--- src/rtl/hft_pkg.sv ---
// Shared definitions for the order transmit path: frame constants,
// side encoding, tx FSM states and the frame byte selector.
package hft_pkg;

    localparam logic [7:0] FRAME_HDR = 8'hA5;
    localparam int         FRAME_LEN = 12;

    localparam logic SIDE_BUY  = 1'b0;
    localparam logic SIDE_SELL = 1'b1;

    typedef enum logic [1:0] {
        ST_IDLE,
        ST_SEND,
        ST_ACK,
        ST_DONE
    } tx_state_e;

    // Byte idx of a frame; byte 11 is the XOR of bytes 1..10.
    function automatic logic [7:0] frame_byte(
        input logic [3:0]  idx,
        input logic [7:0]  addr,
        input logic        side,
        input logic [31:0] price,
        input logic [31:0] vol
    );
        logic [7:0] side_b;
        logic [7:0] csum;
        side_b = (side == SIDE_SELL) ? 8'h01 : 8'h00;
        csum = addr ^ side_b
             ^ price[31:24] ^ price[23:16] ^ price[15:8] ^ price[7:0]
             ^ vol[31:24] ^ vol[23:16] ^ vol[15:8] ^ vol[7:0];
        case (idx)
            4'd0:    frame_byte = FRAME_HDR;
            4'd1:    frame_byte = addr;
            4'd2:    frame_byte = side_b;
            4'd3:    frame_byte = price[31:24];
            4'd4:    frame_byte = price[23:16];
            4'd5:    frame_byte = price[15:8];
            4'd6:    frame_byte = price[7:0];
            4'd7:    frame_byte = vol[31:24];
            4'd8:    frame_byte = vol[23:16];
            4'd9:    frame_byte = vol[15:8];
            4'd10:   frame_byte = vol[7:0];
            4'd11:   frame_byte = csum;
            default: frame_byte = 8'h00;
        endcase
    endfunction

endpackage

--- src/rtl/rr_arbiter.sv ---
// Combinational round-robin pick: first asserted req at or after ptr.
// Ports: req, ptr in; gnt_idx, gnt_valid out.
module rr_arbiter #(
    parameter int NUM_SYS = 2,
    parameter int IDX_W   = 1
) (
    input  logic [NUM_SYS-1:0] req,
    input  logic [IDX_W-1:0]   ptr,
    output logic [IDX_W-1:0]   gnt_idx,
    output logic               gnt_valid
);

    int j;

    // Walk downward in search distance so the closest request wins last.
    always_comb begin
        gnt_valid = 1'b0;
        gnt_idx   = '0;
        j         = 0;
        for (int k = NUM_SYS - 1; k >= 0; k--) begin
            j = int'(ptr) + k;
            if (j >= NUM_SYS) begin
                j = j - NUM_SYS;
            end
            if (req[j]) begin
                gnt_valid = 1'b1;
                gnt_idx   = IDX_W'(j);
            end
        end
    end

endmodule

--- src/rtl/tx_mux.sv ---
// Buffers one order record per system, round-robin selects one and
// serializes it as a 12-byte frame over a start/busy UART handshake.
// Ports: sys_* record inputs and sys_busy; tx_byte/tx_start/tx_busy to
// the UART; frame_done pulse; saturating drop_cnt.
module tx_mux
    import hft_pkg::*;
#(
    parameter int NUM_SYS = 2
) (
    input  logic                    clk,
    input  logic                    reset_n,
    input  logic [NUM_SYS*32-1:0]   sys_price,
    input  logic [NUM_SYS*32-1:0]   sys_vol,
    input  logic [NUM_SYS-1:0]      sys_side,
    input  logic [NUM_SYS-1:0]      sys_dv,
    output logic [NUM_SYS-1:0]      sys_busy,
    output logic [7:0]              tx_byte,
    output logic                    tx_start,
    input  logic                    tx_busy,
    output logic                    frame_done,
    output logic [15:0]             drop_cnt
);

    localparam int IDX_W = (NUM_SYS > 1) ? $clog2(NUM_SYS) : 1;

    logic [31:0]        price_q [NUM_SYS];
    logic [31:0]        vol_q   [NUM_SYS];
    logic [NUM_SYS-1:0] side_q;
    logic [NUM_SYS-1:0] hold_valid_q;

    tx_state_e          state_q;
    logic [IDX_W-1:0]   rr_ptr_q;
    logic [3:0]         idx_q;
    logic [7:0]         tx_byte_q;
    logic [7:0]         fr_addr_q;
    logic               fr_side_q;
    logic [31:0]        fr_price_q;
    logic [31:0]        fr_vol_q;
    logic [15:0]        drop_q;
    logic [15:0]        drop_d;

    logic [IDX_W-1:0]   gnt_idx;
    logic               gnt_valid;
    logic               grant;
    logic [NUM_SYS-1:0] clr;
    logic [NUM_SYS-1:0] drop;
    logic [4:0]         drop_inc;
    logic [16:0]        drop_sum;
    logic               last_byte;

    rr_arbiter #(
        .NUM_SYS (NUM_SYS),
        .IDX_W   (IDX_W)
    ) u_arb (
        .req       (hold_valid_q),
        .ptr       (rr_ptr_q),
        .gnt_idx   (gnt_idx),
        .gnt_valid (gnt_valid)
    );

    assign grant     = (state_q == ST_IDLE) && gnt_valid;
    assign last_byte = (idx_q == 4'(FRAME_LEN - 1));

    // A slot being granted this cycle may accept a new record at once.
    always_comb begin
        clr      = '0;
        drop     = '0;
        drop_inc = '0;
        for (int i = 0; i < NUM_SYS; i++) begin
            clr[i]   = grant && (gnt_idx == IDX_W'(i));
            drop[i]  = sys_dv[i] && hold_valid_q[i] && !clr[i];
            drop_inc = drop_inc + 5'(drop[i]);
        end
        drop_sum = {1'b0, drop_q} + 17'(drop_inc);
        drop_d   = drop_sum[16] ? 16'hFFFF : drop_sum[15:0];
    end

    always_ff @(posedge clk or negedge reset_n) begin
        if (!reset_n) begin
            hold_valid_q <= '0;
            side_q       <= '0;
            drop_q       <= '0;
            for (int i = 0; i < NUM_SYS; i++) begin
                price_q[i] <= '0;
                vol_q[i]   <= '0;
            end
        end else begin
            drop_q <= drop_d;
            for (int i = 0; i < NUM_SYS; i++) begin
                if (sys_dv[i] && (!hold_valid_q[i] || clr[i])) begin
                    price_q[i]      <= sys_price[i*32 +: 32];
                    vol_q[i]        <= sys_vol[i*32 +: 32];
                    side_q[i]       <= sys_side[i];
                    hold_valid_q[i] <= 1'b1;
                end else if (clr[i]) begin
                    hold_valid_q[i] <= 1'b0;
                end
            end
        end
    end

    always_ff @(posedge clk or negedge reset_n) begin
        if (!reset_n) begin
            state_q    <= ST_IDLE;
            rr_ptr_q   <= '0;
            idx_q      <= '0;
            tx_byte_q  <= 8'h00;
            fr_addr_q  <= 8'h00;
            fr_side_q  <= SIDE_BUY;
            fr_price_q <= '0;
            fr_vol_q   <= '0;
        end else begin
            unique case (state_q)
                ST_IDLE: begin
                    if (gnt_valid) begin
                        fr_addr_q  <= 8'(gnt_idx);
                        fr_side_q  <= side_q[gnt_idx];
                        fr_price_q <= price_q[gnt_idx];
                        fr_vol_q   <= vol_q[gnt_idx];
                        if (gnt_idx == IDX_W'(NUM_SYS - 1)) begin
                            rr_ptr_q <= '0;
                        end else begin
                            rr_ptr_q <= gnt_idx + IDX_W'(1);
                        end
                        idx_q     <= 4'd0;
                        tx_byte_q <= FRAME_HDR;
                        state_q   <= ST_SEND;
                    end
                end
                ST_SEND: begin
                    state_q <= ST_ACK;
                end
                ST_ACK: begin
                    if (tx_busy) begin
                        state_q <= ST_DONE;
                    end
                end
                ST_DONE: begin
                    if (!tx_busy) begin
                        if (last_byte) begin
                            state_q <= ST_IDLE;
                        end else begin
                            idx_q     <= idx_q + 4'd1;
                            tx_byte_q <= frame_byte(idx_q + 4'd1, fr_addr_q,
                                                    fr_side_q, fr_price_q,
                                                    fr_vol_q);
                            state_q   <= ST_SEND;
                        end
                    end
                end
                default: state_q <= ST_IDLE;
            endcase
        end
    end

    assign sys_busy   = hold_valid_q;
    assign tx_byte    = tx_byte_q;
    assign tx_start   = (state_q == ST_SEND);
    assign frame_done = (state_q == ST_DONE) && !tx_busy && last_byte;
    assign drop_cnt   = drop_q;

endmodule

--- config.mk ---
export PLATFORM = sky130hd
export DESIGN_NAME = tx_mux
export DESIGN_NICKNAME = d
export VERILOG_FILES = /design/src/rtl/hft_pkg.sv /design/src/rtl/rr_arbiter.sv /design/src/rtl/tx_mux.sv
export SDC_FILE = /design/constraint.sdc
export NUM_CORES = 1
export LEC_CHECK = 0
export BUFFER_PORTS_ARGS = -buffer_cell sky130_fd_sc_hd__buf_2
export CAP_MARGIN = 20
export CORE_ASPECT_RATIO = 0.5
export CORE_MARGIN = 1
export CORE_UTILIZATION = 55
export CTS_CLUSTER_SIZE = 40
export DETAILED_ROUTE_END_ITERATION = 6
export PLACE_DENSITY = 0.82
export SYNTH_ARGS = -nofsm -noshare
export SYNTH_HDL_FRONTEND = slang
export SYNTH_HIERARCHICAL = 1
export SYNTH_SLANG_ARGS = --single-unit
--- constraint.sdc ---
create_clock -name clk -period 4.4 [get_ports clk]
set_clock_uncertainty 0.2 [all_clocks]
set_input_delay 0 -clock clk [delete_from_list [all_inputs] [get_ports clk]]
set_output_delay 0 -clock clk [all_outputs]
set_load 0.02 [all_outputs]
==> impl_metrics.env, run 1 <==
export IMPL_outcome="complete, but fails checks"
export IMPL_violations="hold timing"
export IMPL_drv_cap=0
export IMPL_post_place_ws_ns=0.772
export IMPL_cts_tree="yes"
export IMPL_period_share=0.863
export IMPL_place_area_mm2=0.0119
export IMPL_start_util=0.576
export IMPL_die_h_um=101
export IMPL_coreArea_mm2=0.0189
export IMPL_critPathSlowestCell="fa_1"
export IMPL_yosysMostFrequentCell="dfrtp_1"
export IMPL_synth_largest_area_cell="dfrtp_1"
export IMPL_cellPowerDensity_mw_per_mm2=740
export IMPL_setup_viol=0
export IMPL_synthTopCellsByCount="dfrtp_1 (229), nand2_1 (103), mux2_2 (82), o21ai_0 (78), mux2i_1 (68)"
export IMPL_firstDrtPassIters=5
export IMPL_rsz0062_at_grt="false"
export IMPL_path_buf_inv=2
export IMPL_endpoint_kind="register"
export IMPL_ys_seq_elements=229
export IMPL_final_area_mm2=0.0139
export IMPL_routedWlPerCell_um=21.3
export IMPL_crit_required_ns=4.62
export IMPL_cts_made_buffers=21
export IMPL_routabilityCongestion=0.976
export IMPL_final_hold_viol_count=11
export IMPL_async_reset_ff_frac=1.00
export IMPL_dieWidth_um=201
export IMPL_num_vias=8570
export IMPL_io_buffers=162
export IMPL_fp_row_count=35
export IMPL_min_period_ns=3.80
export IMPL_synth_net_count=1066
export IMPL_cts_resized=0
export IMPL_cts_htree_levels=1
export IMPL_max_stage_delay_ns=0.57
export IMPL_totalNegativeSetupSlack_ns=0
export IMPL_diodes=0
export IMPL_post_cts_setup_buffers=0
export IMPL_synthTopCellsByArea="dfrtp_1 (53%), mux2_2 (8.5%), mux2i_1 (6.3%)"
export IMPL_drt_iter0_drc=747
export IMPL_synth_top_cell_area_share=0.527
export IMPL_clk_path_buf_depth=3
export IMPL_io_pins=163
export IMPL_antenna_found_initial=0
export IMPL_drc=0
export IMPL_grt_overflow_total=0
export IMPL_ant_nets=0
export IMPL_syn_to_final_growth_pct=27.8
export IMPL_yosysSeqAreaShare=0.527
export IMPL_die_area_mm2=0.0204
export IMPL_drv_slew=0
export IMPL_p_leak_nw=6.27
export IMPL_cts_root_buf="clkbuf_16"
export IMPL_setup_ws_ns=0.602
export IMPL_critPathKind="reg2reg"
export IMPL_totalWireLength_um=31200
export IMPL_grt_pass1_wl_um=49300
export IMPL_slew_headroom=0.264
export IMPL_grtUsageTotal=0.316
export IMPL_layout_nets=1338
export IMPL_ys_flop_type="dfrtp_1"
export IMPL_synth_warnings=6
export IMPL_worstSkewPairLatency_ns=0.52
export IMPL_fin_hold_ws_ns=-0.0456
export IMPL_crit_chain="inv_1 > ha_1 > nand2_4 > o211ai_1 > fa_1 > inv_1 > ha_1 > and4_1 > nand4_1 > o21ai_0"
export IMPL_synth_area_mm2=0.0109
export IMPL_grt_max_degree=145
export IMPL_syn_avg_cell_area_um2=11.8
export IMPL_ys_types=64
export IMPL_path_clk_slew_ns=0.07
export IMPL_crit_family="simple AND/OR/NAND/NOR gates"
export IMPL_hold_path_class="in2async"
export IMPL_peakVddDrop_uv=511
export IMPL_max_clock_freq_mhz=263
export IMPL_grt_pass1_vias=8825
export IMPL_post_dp_hpwl_um=19300
export IMPL_crit_arrival_ns=4.02
export IMPL_synth_cells=919
export IMPL_startpoint_type="register"
export IMPL_drive_gt1_frac=0.248
export IMPL_vias_per_cell=5.85
export IMPL_path_max_fanout=65
export IMPL_synth_edf_count=0
export IMPL_cts_sinks=229
export IMPL_tightest_slew_ns=1.10
## kinds of logic after synthesis
kind of cell / synth area share
AO/OA/AOI/OAI: 0.0990
XOR/XNOR: 0.0544
adder cells (fa/ha/maj): 0.0145
buffers and inverters: 0.0288
flip-flops: 0.527
multiplexers: 0.201
AND/OR/NAND/NOR: 0.0747
## cell type report
class	count	area, um^2
sequential	229	5730
fill	1211	4990
multi-input combinational	620	4850
timing repair buffer	303	2240
clock buffer	28	592
tap	259	324
clock inverter	9	92.6
inverter	16	60.1
## routing by layer
metal,up-vias,wire [um],global-route usage
li1,3798,-,-
met1,4290,12900,0.418
met2,401,14300,0.503
met3,81,3050,0.0956
met4,0,1010,0.106
met5,-,0,0
## worst paths after layout
kind	start	endpoint	slack (ns)	depth (start not counted)
max	state_q[1]$_DFFE_PN0P_	drop_cnt[9]$_DFF_PN0_	0.60	10
min reg2reg	price_q[29]$_DFFE_PN0P_	price_q[29]$_DFFE_PN0P_	0.29	1
max reg2reg	state_q[1]$_DFFE_PN0P_	drop_cnt[9]$_DFF_PN0_	0.60	10
min	reset_n	price_q[52]$_DFFE_PN0P_	-0.05	2
max in group asynchronous	reset_n	tx_byte[0]$_DFFE_PN0P_	2.89	3
min in group clk	sys_price[54]	price_q[22]$_DFFE_PN0P_	0.04	3
## power by group
group	internal [mW]	total (mW)	switching (mW)
sequential	3.11	4.04	0.934
combinational	2.08	4.38	2.30
clock	1.01	1.86	0.842
## flip-flops by register name, indices dropped and copies added (netlist names), 4 cells and up
signal,cells
price_q,64
vol_q,64
fr_price_q,32
fr_vol_q,32
drop_cnt,16
tx_byte,8
idx_q,4
## cell usage in the layout (no fill, tap or decap), types with 11 or more instances in the layout
cell type      count
dfrtp_1          229
buf_2            161
dlygate4sd3_1    134
nand2_1          102
mux2_2            82
o21ai_0           78
mux2i_1           68
xnor2_1           50
mux2_1            50
a21oi_1           23
clkbuf_16         21
inv_1             15
xor2_1            15
a22oi_1           13
nor2_1            11
ha_1              11
## timing repair
item,4_1_cts,5_1_grt
endpoints found under the hold margin,279,0
hold buffers,134,0
endpoints found under the setup margin,0,0
## metrics by stage
| stage | hold slack [ns] | instances | total power, mW | util |
|---|---|---|---|---|
| floorplan | -0.496 | 919 | 6.90 | - |
| global placement | 0.0163 | 1293 | 7.90 | 0.628 |
| detailed placement | 0.0225 | 1293 | 8.11 | 0.628 |
| CTS | 0.0247 | 1464 | 10.1 | 0.736 |
| global route | 0.0394 | 1464 | 10.8 | 0.736 |
| finish | -0.0456 | 1464 | 10.3 | 0.736 |
Note: power is estimated with default switching activity, not from simulation.
==> run 2: changes to the inputs <==
--- a/config.mk
+++ b/config.mk
@@ -7,12 +7,16 @@
 export LEC_CHECK = 0
 export BUFFER_PORTS_ARGS = -buffer_cell sky130_fd_sc_hd__buf_2
 export CAP_MARGIN = 20
+export CELL_PAD_IN_SITES_DETAIL_PLACEMENT = 1
+export CELL_PAD_IN_SITES_GLOBAL_PLACEMENT = 2
 export CORE_ASPECT_RATIO = 0.5
 export CORE_MARGIN = 1
-export CORE_UTILIZATION = 55
+export CORE_UTILIZATION = 38
 export CTS_CLUSTER_SIZE = 40
 export DETAILED_ROUTE_END_ITERATION = 6
-export PLACE_DENSITY = 0.82
+export MAX_ROUTING_LAYER = met4
+export PLACE_DENSITY = 0.85
+export SKIP_CTS_REPAIR_TIMING = 1
 export SYNTH_ARGS = -nofsm -noshare
 export SYNTH_HDL_FRONTEND = slang
 export SYNTH_HIERARCHICAL = 1
==> impl_metrics.env, run 2 (synthesized netlist as in run 1, its figures left out) <==
export IMPL_outcome="finished clean"
export IMPL_num_vias=8309
export IMPL_diodes=0
export IMPL_fp_row_count=43
export IMPL_critPathSlowestCell="nand4_1"
export IMPL_drv_cap=0
export IMPL_vias_per_cell=5.21
export IMPL_grt_pass1_vias=8244
export IMPL_critPathLaunch="state_q[0]$_DFFE_PN0P_"
export IMPL_start_util=0.389
export IMPL_grt_max_degree=122
export IMPL_final_cell_count_no_fill=1594
export IMPL_drive_gt1_frac=0.250
export IMPL_worstSkewPairLatency_ns=0.54
export IMPL_fill_cells=2948
export IMPL_drc=0
export IMPL_slew_headroom=0.308
export IMPL_startpoint_type="register"
export IMPL_final_hold_viol_count=0
export IMPL_cellPowerDensity_mw_per_mm2=733
export IMPL_coreArea_mm2=0.0279
export IMPL_totalWireLength_um=33700
export IMPL_routedWlPerCell_um=21.2
export IMPL_routabilityCongestion=0.978
export IMPL_grt_overflow_total=0
export IMPL_path_max_fanout=13
export IMPL_drt_iter0_drc=501
export IMPL_rsz0062_at_grt="false"
export IMPL_crit_chain="inv_1 > ha_1 > and2_1 > nand2_1 > nand3_1 > fa_1 > inv_1 > ha_1 > and4_1 > nand4_1 > o21ai_0"
export IMPL_path_clk_slew_ns=0.07
export IMPL_peakVddDrop_uv=466
export IMPL_holdCritStartpoint="sys_vol[54]"
export IMPL_post_dp_hpwl_um=22100
export IMPL_max_stage_delay_ns=0.51
export IMPL_period_share=0.779
export IMPL_layout_nets=1343
export IMPL_layout_common_cells="dfrtp_1 (229), buf_2 (161), dlygate4sd3_1 (135)"
export IMPL_max_clock_freq_mhz=292
export IMPL_cts_sinks=229
export IMPL_crit_family="simple AND/OR/NAND/NOR gates"
export IMPL_dieWidth_um=241
export IMPL_cts_tree="yes"
export IMPL_hold_path_class="in2reg"
export IMPL_io_buffers=162
export IMPL_mostFrequentLayoutCell="dfrtp_1"
export IMPL_r2r_start="state_q[0]$_DFFE_PN0P_"
export IMPL_firstDrtPassIters=5
export IMPL_drv_slew=0
export IMPL_top_regs="price_q (64), vol_q (64)"
export IMPL_grtUsageTotal=0.218
export IMPL_min_period_ns=3.43
export IMPL_finish_utilization=0.506
export IMPL_cts_made_buffers=23
export IMPL_io_pins=163
export IMPL_crit_required_ns=4.65
export IMPL_crit_arrival_ns=3.67
export IMPL_setup_ws_ns=0.975
export IMPL_cts_htree_levels=1
export IMPL_die_h_um=122
export IMPL_endpoint_kind="register"
export IMPL_die_area_mm2=0.0293
export IMPL_critPathKind="reg2reg"
export IMPL_grt_pass1_wl_um=47500
export IMPL_tightest_slew_ns=1.03
export IMPL_placedCellCount=1417
export IMPL_p_leak_nw=6.32
export IMPL_syn_to_final_growth_pct=29.9
export IMPL_post_place_ws_ns=1.07
export IMPL_path_buf_inv=2
export IMPL_antenna_found_initial=0
export IMPL_cts_root_buf="clkbuf_16"
export IMPL_ant_nets=0
export IMPL_totalNegativeSetupSlack_ns=0
export IMPL_clk_path_buf_depth=3
export IMPL_setup_viol=0
==> run 2: changes by cell type in the layout (fill, tap and decap cells not counted), sizes merged <==
cell	change
clkinv	+2
clkinvlp	-2
inv	+1
bufinv	-1
dlygate4sd3	+1
clkbuf	+4
buf	+2
==> run 2: stage by stage <==
step	hold WS, ns	cell area [um^2]	total power [mW]
6_report	0.0173	14100	10.3
5_1_grt	0.0125	14100	11.0
4_1_cts	-0.715	12700	10.2
3_5_place_dp	-0.161	12000	8.24
3_3_place_gp	-0.174	12000	8.01
2_1_floorplan	-0.496	10900	6.90
==> run 2: cell type report <==
class                   instances  area [um^2]  share of cell area
multi-input cells             620         4850               0.343
flip-flops and latches        229         5730               0.406
clock buffers                  32          649              0.0460
well taps                     382          478              0.0339
clock inverters                 9         66.3             0.00470
inverters                      16         60.1             0.00425
repair buffers                306         2280               0.162
==> run 2: power by group <==
part	switching, mW	internal (mW)
logic	2.27	2.08
registers	0.953	3.11
clock network	0.883	1.04
total	4.11	6.24
==> run 2: worst reg2reg max path: stages, from the launching register on <==
cell,delay [ns]
dfrtp_1,0.43
inv_1,0.14
ha_1,0.29
and2_1,0.22
nand2_1,0.11
nand3_1,0.12
fa_1,0.40
inv_1,0.07
ha_1,0.21
and4_1,0.39
nand4_1,0.51
o21ai_0,0.24
==> run 2: worst paths after layout <==
check | end | slack, ns | cells after the start
setup / recovery | drop_cnt[9]$_DFF_PN0_ | 0.97 | 11
hold / removal | vol_q[22]$_DFFE_PN0P_ | 0.02 | 3
setup reg to reg | drop_cnt[9]$_DFF_PN0_ | 0.97 | 11
hold reg to reg | price_q[19]$_DFFE_PN0P_ | 0.29 | 1
max in group asynchronous | price_q[22]$_DFFE_PN0P_ | 2.86 | 4
min in group asynchronous | vol_q[37]$_DFFE_PN0P_ | 0.46 | 4
==> run 2: routing by layer <==
metal  vias up  wire [um]  global-route usage  part of all wire
met5         -          0                   -                 0
met4         0        687              0.0419             0.020
met3        62       1830              0.0514             0.054
met2       178      16000               0.328              0.47
met1      4252      15200               0.303              0.45
li1       3817          -                   -                 -
==> run 3: changes to the inputs <==
--- a/config.mk
+++ b/config.mk
@@ -11,11 +11,11 @@
 export CELL_PAD_IN_SITES_GLOBAL_PLACEMENT = 2
 export CORE_ASPECT_RATIO = 0.5
 export CORE_MARGIN = 1
-export CORE_UTILIZATION = 38
+export CORE_UTILIZATION = 34
 export CTS_CLUSTER_SIZE = 40
 export DETAILED_ROUTE_END_ITERATION = 6
 export MAX_ROUTING_LAYER = met4
-export PLACE_DENSITY = 0.85
+export PLACE_DENSITY = 0.8
 export SKIP_CTS_REPAIR_TIMING = 1
 export SYNTH_ARGS = -nofsm -noshare
 export SYNTH_HDL_FRONTEND = slang
==> constraint.sdc (replaced) <==
create_clock -name clk -period 2.7 [get_ports clk]
set_clock_uncertainty 0.2 [all_clocks]
set_input_delay 0 -clock clk [delete_from_list [all_inputs] [get_ports clk]]
set_output_delay 0 -clock clk [all_outputs]
set_load 0.02 [all_outputs]
==> impl_metrics.env, run 3 (synthesized netlist as in run 1, its figures left out) <==
export IMPL_p_sw_mw=6.84
export IMPL_dieWidth_um=255
export IMPL_layout_common_cells="dfrtp_1 (227), buf_2 (161), dlygate4sd3_1 (136)"
export IMPL_r2r_start="state_q[1]$_DFFE_PN0P_"
export IMPL_path_max_fanout=7
export IMPL_min_period_ns=2.64
export IMPL_routabilityCongestion=0.965
export IMPL_grtUsageTotal=0.208
export IMPL_final_hold_viol_count=0
export IMPL_crit_arrival_ns=2.87
export IMPL_drc=0
export IMPL_path_common_cell="inv_1"
export IMPL_p_leak_nw=6.69
export IMPL_mostFrequentLayoutCell="dfrtp_1"
export IMPL_crit_family="simple AND/OR/NAND/NOR gates"
export IMPL_routedWlPerCell_um=20.7
export IMPL_endpoint_kind="register"
export IMPL_top_regs="price_q (64), vol_q (64)"
export IMPL_die_area_mm2=0.0327
export IMPL_clkPwrFrac=0.194
export IMPL_p_total_mw=17.7
export IMPL_cts_root_buf="clkbuf_16"
export IMPL_drv_cap=0
export IMPL_multi_input_area_mm2=0.00489
export IMPL_tightest_slew_ns=0.695
export IMPL_grt_max_degree=76
export IMPL_max_clock_freq_mhz=379
export IMPL_intPower_mw=10.9
export IMPL_holdCritStartpoint="sys_price[52]"
export IMPL_period_share=0.978
export IMPL_critPathSlowestCell="dfrtp_1"
export IMPL_placedCellCount=1525
export IMPL_path_buf_inv=2
export IMPL_worstSkewPairLatency_ns=0.56
export IMPL_crit_required_ns=2.93
export IMPL_setup_viol=0
export IMPL_drive_gt1_frac=0.301
export IMPL_diodes=0
export IMPL_fill_cells=3353
export IMPL_vias_per_cell=5.07
export IMPL_firstDrtPassIters=4
export IMPL_path_clk_slew_ns=0.07
export IMPL_slew_headroom=0.537
export IMPL_regArea_mm2=0.00573
export IMPL_syn_to_final_growth_pct=36.5
export IMPL_combPwrFrac=0.440
export IMPL_final_cell_count_no_fill=1704
export IMPL_cts_sinks=229
export IMPL_r2r_slack_ns=0.06
export IMPL_grt_pass1_wl_um=50400
export IMPL_ant_nets=0
export IMPL_io_buffers=162
export IMPL_grt_pass1_vias=8758
export IMPL_die_h_um=128
export IMPL_sw_frac_of_total=0.387
export IMPL_antenna_found_initial=0
export IMPL_clk_path_buf_depth=3
export IMPL_outcome="finished clean"
export IMPL_peakVddDrop_uv=593
export IMPL_critPathLaunch="state_q[1]$_DFFE_PN0P_"
export IMPL_cellPowerDensity_mw_per_mm2=1190
export IMPL_p_seq_frac=0.366
export IMPL_cts_made_buffers=23
export IMPL_fp_row_count=45
export IMPL_rsz0062_at_grt="true"
export IMPL_drv_slew=0
export IMPL_hold_path_class="in2reg"
export IMPL_coreArea_mm2=0.0309
export IMPL_layout_nets=1412
export IMPL_crit_chain="inv_1 > ha_1 > and2_1 > nand2_1 > nand3_2 > fa_2 > inv_1 > ha_4 > and4_4 > nand4_1 > mux2_2"
export IMPL_startpoint_type="register"
export IMPL_drt_iter0_drc=386
export IMPL_cts_tree="yes"
export IMPL_grt_overflow_total=0
export IMPL_critPathKind="reg2reg"
export IMPL_post_dp_hpwl_um=24300
export IMPL_start_util=0.352
export IMPL_max_stage_delay_ns=0.37
export IMPL_io_pins=163
export IMPL_cts_htree_levels=1
export IMPL_totalWireLength_um=35300
export IMPL_num_vias=8645
-- run 3: cell type report --
type / instances / share of cell area
Clock inverter: 12 / 0.0109
Sequential cell: 229 / 0.386
Multi-Input combinational cell: 620 / 0.330
Tap cell: 423 / 0.0357
Inverter: 16 / 0.00405
Clock buffer: 29 / 0.0423
Timing Repair Buffer: 375 / 0.191
-- run 3: metrics by stage --
| stage | area, um^2 | worst slack [ns] | utilization | setup TNS, ns | hold WS (ns) |
|---|---|---|---|---|---|
| 4_1_cts | 13400 | -0.127 | 0.435 | -0.913 | -0.769 |
| 3_5_place_dp | 12600 | -0.106 | 0.409 | -0.495 | -0.186 |
| 3_3_place_gp | 12600 | -0.00423 | 0.409 | -0.00423 | -0.194 |
| 2_1_floorplan | 10900 | -0.135 | - | -1.19 | -0.496 |
| 5_1_grt | 14800 | -0.0788 | 0.481 | -0.391 | 0.00473 |
| 6_report | 14800 | 0.0600 | 0.481 | 0 | 0.00126 |
-- run 3: worst register-to-register path, delay by kind of cell, from the launching register on --
family	cells	cell delay, ns
fa+ha+maj	3	0.73
buf+inv	2	0.19
flops	1	0.37
mux	1	0.29
simple gates	5	0.75
-- run 3: path summary, 6_finish.rpt --
path,cells after the start,end
setup / recovery,11,drop_cnt[14]$_DFF_PN0_
hold / removal,3,price_q[20]$_DFFE_PN0P_
setup reg to reg,11,drop_cnt[14]$_DFF_PN0_
hold reg to reg,1,price_q[20]$_DFFE_PN0P_
max in group asynchronous,4,vol_q[33]$_DFFE_PN0P_
min in group asynchronous,3,price_q[20]$_DFFE_PN0P_
-- run 3: power groups by stage --
| stage | clock network [mW] | logic (mW) | registers, mW |
|---|---|---|---|
| floorplan | 0 | 5.28 | 6.03 |
| global placement | 0 | 7.29 | 6.37 |
| detailed placement | 0 | 7.55 | 6.47 |
| CTS | 3.49 | 7.60 | 6.42 |
| global route | 3.64 | 8.48 | 6.66 |
| finish | 3.44 | 7.79 | 6.47 |
-- run 3: layer usage --
| layer | wire length (um) | part of all wire | track usage |
|---|---|---|---|
| met1 | 16100 | 0.46 | 0.290 |
| met2 | 17100 | 0.48 | 0.321 |
| met3 | 1560 | 0.044 | 0.0358 |
| met4 | 581 | 0.016 | 0.0317 |
| met5 | 0 | 0 | - |
